===== src/rtl/exec_unit_p.sv =====
// exec_unit_p: parametrised accumulator execute stage with a shift-add multiplier.
// Build option SAT_ARITH_EN: add/sub/inc/dec saturate instead of wrapping.
module exec_unit_p #(
    parameter int DW  = 16,
    parameter int SHW = $clog2(DW)
) (
    input  logic          CLK,
    input  logic          RST,
    input  logic          START,
    input  logic [1:0]    IDEN,
    input  logic [3:0]    OPCODE,
    input  logic [DW-1:0] OPERAND,
    output logic          READY,
    output logic          DONE,
    output logic [DW-1:0] RESULT,
    output logic [DW-1:0] RESULT_HI,
    output logic [DW-1:0] IN_ADDRESS_MEMORY,
    output logic [4:0]    FLAGS
);
`ifdef SAT_ARITH_EN
    localparam logic SAT = 1'b1;
`else
    localparam logic SAT = 1'b0;
`endif
    localparam logic [DW:0]    ONE  = {{DW{1'b0}}, 1'b1};
    localparam logic [SHW-1:0] CNT1 = {{(SHW-1){1'b0}}, 1'b1};

    typedef enum logic {IDLE, MUL} state_t;
    state_t state, state_n;
    logic [DW-1:0] ar, hi, sr, mcand, p_hi, p_lo, lo_n, ar_n, sr_n;
    logic [DW:0] add, sub, inc, dec, step;
    logic [2:0] gel, gel_n;
    logic [SHW-1:0] cnt;
    logic carry, zero, carry_n, wr, accept, is_mul, last, big;

    assign accept = START && state == IDLE;
    assign is_mul = IDEN == 2'b01 && OPCODE == 4'h3;
    assign last   = &cnt;
    assign big    = |OPERAND[DW-1:SHW];
    assign add    = {1'b0, ar} + {1'b0, OPERAND};
    assign sub    = {1'b0, ar} - {1'b0, OPERAND};
    assign inc    = {1'b0, ar} + ONE;
    assign dec    = {1'b0, ar} - ONE;
    // One shift-add step: the carry out of the partial sum shifts into p_hi's MSB
    assign step   = {1'b0, p_hi} + (p_lo[0] ? {1'b0, mcand} : '0);
    assign lo_n   = {step[0], p_lo[DW-1:1]};

    assign READY             = state == IDLE;
    assign RESULT            = ar;
    assign RESULT_HI         = hi;
    assign IN_ADDRESS_MEMORY = sr;
    assign FLAGS             = {carry, zero, gel};

    always_comb begin
        state_n = state;
        ar_n    = ar;
        sr_n    = sr;
        carry_n = carry;
        gel_n   = gel;
        wr      = 1'b1;
        if (accept && is_mul) state_n = MUL;
        if (state == MUL && last) state_n = IDLE;
        if (IDEN != 2'b01) ar_n = OPERAND;
        else case (OPCODE)
            4'h0: ar_n = OPERAND;
            4'h1: begin ar_n = (SAT && add[DW]) ? '1 : add[DW-1:0]; carry_n = add[DW]; end
            4'h2: begin ar_n = (SAT && sub[DW]) ? '0 : sub[DW-1:0]; carry_n = sub[DW]; end
            4'h4: ar_n = big ? '0 : ar << OPERAND[SHW-1:0];
            4'h5: ar_n = big ? '0 : ar >> OPERAND[SHW-1:0];
            4'h6: begin ar_n = (SAT && inc[DW]) ? '1 : inc[DW-1:0]; carry_n = inc[DW]; end
            4'h7: begin ar_n = (SAT && dec[DW]) ? '0 : dec[DW-1:0]; carry_n = dec[DW]; end
            4'h8: begin wr = 1'b0; gel_n = {ar > OPERAND, ar == OPERAND, ar < OPERAND}; end
            4'hF: begin wr = 1'b0; sr_n = ar; end
            default: ar_n = '0;
        endcase
    end

    always_ff @(posedge CLK) begin
        if (RST) begin
            state <= IDLE;
            ar    <= '0;
            hi    <= '0;
            sr    <= '0;
            carry <= 1'b0;
            zero  <= 1'b0;
            gel   <= '0;
            DONE  <= 1'b0;
            cnt   <= '0;
            mcand <= '0;
            p_hi  <= '0;
            p_lo  <= '0;
        end else begin
            state <= state_n;
            DONE  <= 1'b0;
            if (accept && is_mul) begin
                mcand <= ar;
                p_hi  <= '0;
                p_lo  <= OPERAND;
                cnt   <= '0;
            end else if (accept) begin
                DONE  <= 1'b1;
                sr    <= sr_n;
                carry <= carry_n;
                gel   <= gel_n;
                if (wr) begin
                    ar   <= ar_n;
                    zero <= ar_n == '0;
                end
            end
            if (state == MUL) begin
                p_hi <= step[DW:1];
                p_lo <= lo_n;
                cnt  <= cnt + CNT1;
                if (last) begin
                    ar   <= lo_n;
                    hi   <= step[DW:1];
                    zero <= lo_n == '0;
                    DONE <= 1'b1;
                end
            end
        end
    end
endmodule


===== config.mk =====
export PLATFORM = sky130hd
export DESIGN_NAME = exec_unit_p
export DESIGN_NICKNAME = d
export VERILOG_FILES = /design/src/rtl/exec_unit_p.sv
export SDC_FILE = /design/constraint.sdc
export NUM_CORES = 1
export LEC_CHECK = 0
export BUFFER_PORTS_ARGS = -buffer_cell sky130_fd_sc_hd__buf_2
export CAP_MARGIN = 20
export CORE_MARGIN = 2
export CORE_UTILIZATION = 67
export CTS_CLUSTER_SIZE = 24
export DETAILED_ROUTE_END_ITERATION = 10
export HOLD_SLACK_MARGIN = 0.1
export PLACE_DENSITY = 0.84
export SLEW_MARGIN = 10
export SYNTH_ARGS = -nofsm -noshare
export SYNTH_HDL_FRONTEND = slang
export SYNTH_SLANG_ARGS = --single-unit
export TNS_END_PERCENT = 100

===== constraint.sdc =====
create_clock -name CLK -period 5.8 [get_ports CLK]
set_input_delay 0.87 -clock CLK [delete_from_list [all_inputs] [get_ports CLK]]
set_output_delay 0.87 -clock CLK [all_outputs]
set_load 0.03 [all_outputs]

======== Word level (Yosys, flattened, before mapping) ========
Cells that the tools add are included.
storage, ports and cells
  register bits after elaboration ......... 107
  input bits .............................. 25
  output and inout bits ................... 55
operators by class
  $add $sub $neg .......................... 6
  order comparisons ....................... 2
  eq/ne operators ......................... 12
  shift-type cells ........................ 2
  multiplexer cells ....................... 28
  bitwise operators ....................... 3
  reduce and logical (&&, ||, !) cells .... 17
operator list
  kind                                                  number
  two-way mux 16 bit                                    13
  one-hot mux 16 bit (8 select lines)                   1
  adder 16 x 16 -> 17 bit                               2
  logical NOT 16 bit                                    2
  adder 16 x 1 -> 17 bit (second input constant)        1
  subtractor 16 x 1 -> 17 bit (second input constant)   1
  subtractor 16 x 16 -> 17 bit                          1
  equality test 16 bit                                  1
  equality test 4 x 3 -> 1 bit (second input constant)  4
  > comparator 16 bit                                   1
  less-than comparator 16 bit                           1
  AND reduction 4 bit                                   4
  << shifter 16 x 4 -> 16 bit                           1
  >> shifter 16 x 4 -> 16 bit                           1
  OR reduction 12 bit                                   1
  two-way mux 1 bit                                     11
  equality test 4 x 2 -> 1 bit (second input constant)  2
  equality test 4 bit (second input constant)           2
  two-way mux 4 bit                                     2
  AND reduction 5 bit                                   1
  adder 4 x 1 -> 4 bit (second input constant)          1
  equality test 4 x 1 -> 1 bit (second input constant)  1
  logical AND 1 bit                                     4
  logical NOT 4 bit                                     1
  other kinds (7)                                       10

======== Longest topological paths before layout ========
  depth in word-level cells ............... 10
  mapped depth ............................ 15

======== Worst setup path before layout ========
Ideal clock, no wire load.
  path type ............................... input to register
  start ................................... in OPERAND[1]
  end ..................................... reg zero
  setup time .............................. 0.084 ns
  arrival ................................. 3.814 ns
  path slack .............................. 1.901 ns
  cell stages on the path ................. 14
  buffers on the path ..................... 2
  path through ............................ buf_6 > inv_1 > buf_1 > fa_1 > o21bai_4 > a211o_1 > a21oi_2 > a31oi_1 > a311o_1 > a211oi_1 > o221ai_1 > a22oi_2 > o2111ai_1 > o31ai_2
on the way
  longest elaborated chain between the ends .. 10
  elaborated cells on any way between the ends .. 14
  classes of those cells .................. add/sub (2); shift (2); mux (9); reduce/logical (1)
RTL lines
  item                                                                                  RTL line  source
  from (decl)                                                                           12        input logic [DW-1:0] OPERAND,
  parallel branches: the longest is 3 deep, another holds subtractor 16 x 16 -> 17 bit  n/a
  two-way mux 16 bit *                                                                  63        if (IDEN != 2'b01) ar_n = OPERAND;
  logical NOT 16 bit *                                                                  107       zero <= ar_n == '0;
  two-way mux 1 bit *                                                                   105       if (wr) begin
  two-way mux 1 bit *                                                                   100       end else if (accept) begin
  two-way mux 1 bit *                                                                   95        if (accept && is_mul) begin
  two-way mux 1 bit                                                                     114       if (last) begin
  two-way mux 1 bit *                                                                   110       if (state == MUL) begin
  to (signal assigned)                                                                  85        zero <= 1'b0;
  to (signal assigned)                                                                  107
  to (signal assigned)                                                                  117       zero <= lo_n == '0;
  to (decl)                                                                             34        logic carry, zero, carry_n, wr, accept, is_mul, last, big;
Every way passes the cells marked *.
A chain may end at the register's enable or synchronous reset.

======== Worst setup path after layout ========
  start ................................... in OPERAND[2]
  end ..................................... reg zero
The elaborated chain is that of the path after synthesis.

==> results.toml <==
[drt]
dr.pass1.iters = 6
vias = 11200
dr.first_iter.drc_count = 1735
wl_per_cell_microns = 23.1
via_per_inst = 7.18
remaining_drc_errors = 0
antenna_left = 0
drt_wl_total_microns = 35900

[critical_path]
max_stage_delay_ns = 0.61
worstSetupPathType = "in2reg"
critPathRequiredTime_ns = 6.07
crit_slowest_cell = "buf_2"
critPathLaunchType = "input pin"
cp_max_fo = 37
crit_path_end_kind = "register"
worstPathArrival_ns = 4.50
crit_chain = "buf_2, inv_1, ha_1, o21bai_4, a211o_1, a21oi_2, a31oi_1, a311o_1, a211oi_1, o221ai_1, a22oi_2, o2111ai_1, o31ai_2"

[floorplan]
fp-row-count = 44
die_x_microns = 125
core_area_sq_um = 14400
die-height_microns = 125
die_area_sq_um = 15500
io_pins = 80
start_util = 0.677

[synthesis]
yosys-top-cells-area = "dfxtp_1, nand2_1, a21oi_1, ha_1, nor2_1"
synthMuxAreaShare = 0.0650
synth-main-ff-cell = "dfxtp_1"
synth_simple_gate_area_share = 0.259
synth.most_common_cell = "nand2_1"
synth_fa_ha_area_frac = 0.0743
synth-edff-count = 0
synthesis.area_sq_um = 9730
synth_warnings = 0
async_reset_ff_frac = 0
synth_xor_xnor_area_share = 0.0261
synth.top_cell.area_share = 0.220
ys_seq_area_frac = 0.220
synth_seq_cells = 107
synth_top_family_by_area = "compound AO/OA/AOI/OAI gates"
synth_area_per_cell_sq_um = 7.13
synth_cell_types = 89
yosysTopAreaCell = "dfxtp_1"
synthTopCellsByCount = "nand2_1, a21oi_1, nor2_1, dfxtp_1, clkbuf_1"
synth_cells = 1366
synth_compound_area_frac = 0.286
syn_nets = 1447

[timing]
rsz0062_at_grt = "no"
holdWs_ns = 0.453
slew_viol_final = 0
finalHoldViolCount = 0
worst_pin_slew_ns = 1.09
max_freq_ghz = 0.236
period_needed_ns = 4.23
timing.final.crit_share = 0.729
fin_worst_skew_ns = 0.00901
max_slew_margin = 0.274
tns_ns = 0
setup_viol = 0

[power]
p_sw_frac = 0.351
p_sw_mw = 0.674
p_leak_nw = 4.23
p_seq_frac = 0.396
finalPower_mw = 1.92
comb_power_share = 0.284
clkPwrFrac = 0.320
internal_power_mw = 1.25
irDropWorstVdd_uv = 157
cellPowerDensity_nw_per_um2 = 185

[cells_and_area]
nNetsFinal = 1446
stdcell_area_sq_um = 10400
layout-drive-gt1-share = 0.122
multi_input_area_sq_um = 6930
syn_to_final_growth_pct = 6.67
antennaDiodeCount = 0
regArea_sq_um = 2140
fill_cells = 1167

[clock_network]
post_cts_resized = 0
cts_hold_buf = 0
insertion_delay_ns = 0.35
cts_tree = "done"
cts_setup_buffers = 0
cts.clk_slew.worst_paths_ns = 0.07
htreeDepth = 3
cts_root_buf = "clkbuf_16"
clk_path_buf_depth = 2
cts_buffers = 9
cts_num_sinks = 107

[global_routing]
antenna_found_initial = 0
grt_pass1_wl_microns = 56000
gr-total-overflow = 0
grt_max_degree = 106
grt_pass1_vias = 10200
grt_usage = 0.446

[placed_design]
placement.io_buffers = 79
place_area_sq_um = 10100
gp_congestion = 1.11
place_hpwl_microns = 24600

[min_path]
hold_path.class = "reg2reg"

[outcome]
status = "complete, no violations"

[run]
cap_violations = 0
## final cells by class
type | instances | area share
Clock buffer | 11 | 0.0243
Timing Repair Buffer | 105 | 0.0578
Multi-Input combinational cell | 1093 | 0.667
Sequential cell | 107 | 0.206
Clock inverter | 5 | 0.00458
Tap cell | 184 | 0.0222
Inverter | 49 | 0.0177
## through the flow
| step | std cells | util | worst slack, ns |
|---|---|---|---|
| floorplan | 1366 | - | 1.90 |
| global placement | 1537 | 0.701 | 1.37 |
| detailed placement | 1537 | 0.701 | 1.28 |
| CTS | 1553 | 0.722 | 1.65 |
| global route | 1554 | 0.723 | 1.38 |
| finish | 1554 | 0.723 | 1.57 |
## power by group through the flow
stage / clock [mW] / sequential, mW / combinational (mW)
after detailed placement: 0 / 0.776 / 0.516
after global routing: 0.640 / 0.760 / 0.572
after CTS: 0.609 / 0.759 / 0.518
final: 0.614 / 0.760 / 0.544
after floorplan: 0 / 0.785 / 0.356
after global placement: 0 / 0.776 / 0.513
## routing by layer
layer | up-vias | GRT usage | routed length, microns
met2 | 829 | 0.674 | 15500
met5 | - | 0 | 0
met3 | 197 | 0.0992 | 4670
li1 | 4950 | - | -
met4 | 0 | 0.215 | 2030
met1 | 5174 | 0.604 | 13800
## placed cells by master (no fill, tap or decap), types with 14 or more instances in the layout
master | synthesis | layout
dfxtp_1 | 107 | 106
nand3_1 | 22 | 22
o21ai_0 | 42 | 42
nor2b_1 | 15 | 15
a31oi_1 | 17 | 17
ha_1 | 53 | 53
inv_1 | 47 | 47
a211oi_1 | 26 | 26
and3_1 | 22 | 22
a21o_1 | 14 | 14
mux2i_1 | 25 | 25
xnor2_1 | 22 | 22
buf_2 | 21 | 78
a21oi_1 | 162 | 162
nand2_1 | 219 | 219
nor2_1 | 131 | 130
nand4_1 | 18 | 18
nor3_1 | 35 | 35
and2_1 | 18 | 18
buf_4 | 3 | 26
## flip-flops by register name (all words and copies together), names as in the netlist
| name | count |
|---|---|
| carry | 1 |
| DONE | 1 |
| RESULT | 16 |
| p_hi | 16 |
| cnt | 4 |
| IN_ADDRESS_MEMORY | 16 |
| p_lo | 16 |
| gel | 3 |
| RESULT_HI | 16 |
| state | 1 |
| zero | 1 |
| mcand | 16 |
## critical path, delay by kind of cell
kind / cells / cell delay, ns
adder cells (fa/ha/maj): 1 / 0.57
AO/OA/AOI/OAI: 10 / 2.29
buffers and inverters: 2 / 0.76
## cells by family after synthesis
group	after synthesis
AO/OA/AOI/OAI	419
XOR/XNOR	29
adder cells (fa/ha/maj)	56
buffers and inverters	166
flip-flops	107
multiplexers	47
AND/OR/NAND/NOR	542
## path summary, 6_finish.rpt
| path | startpoint | end | slack (ns) | depth (start not counted) |
|---|---|---|---|---|
| max | OPERAND[2] | zero | 1.57 | 13 |
| min | RESULT_HI[12] | RESULT_HI[12] | 0.45 | 2 |
| max reg2reg | RESULT[5] | zero | 1.86 | 8 |
| min reg2reg | RESULT_HI[12] | RESULT_HI[12] | 0.45 | 2 |
(Power assumes the default switching activity.)
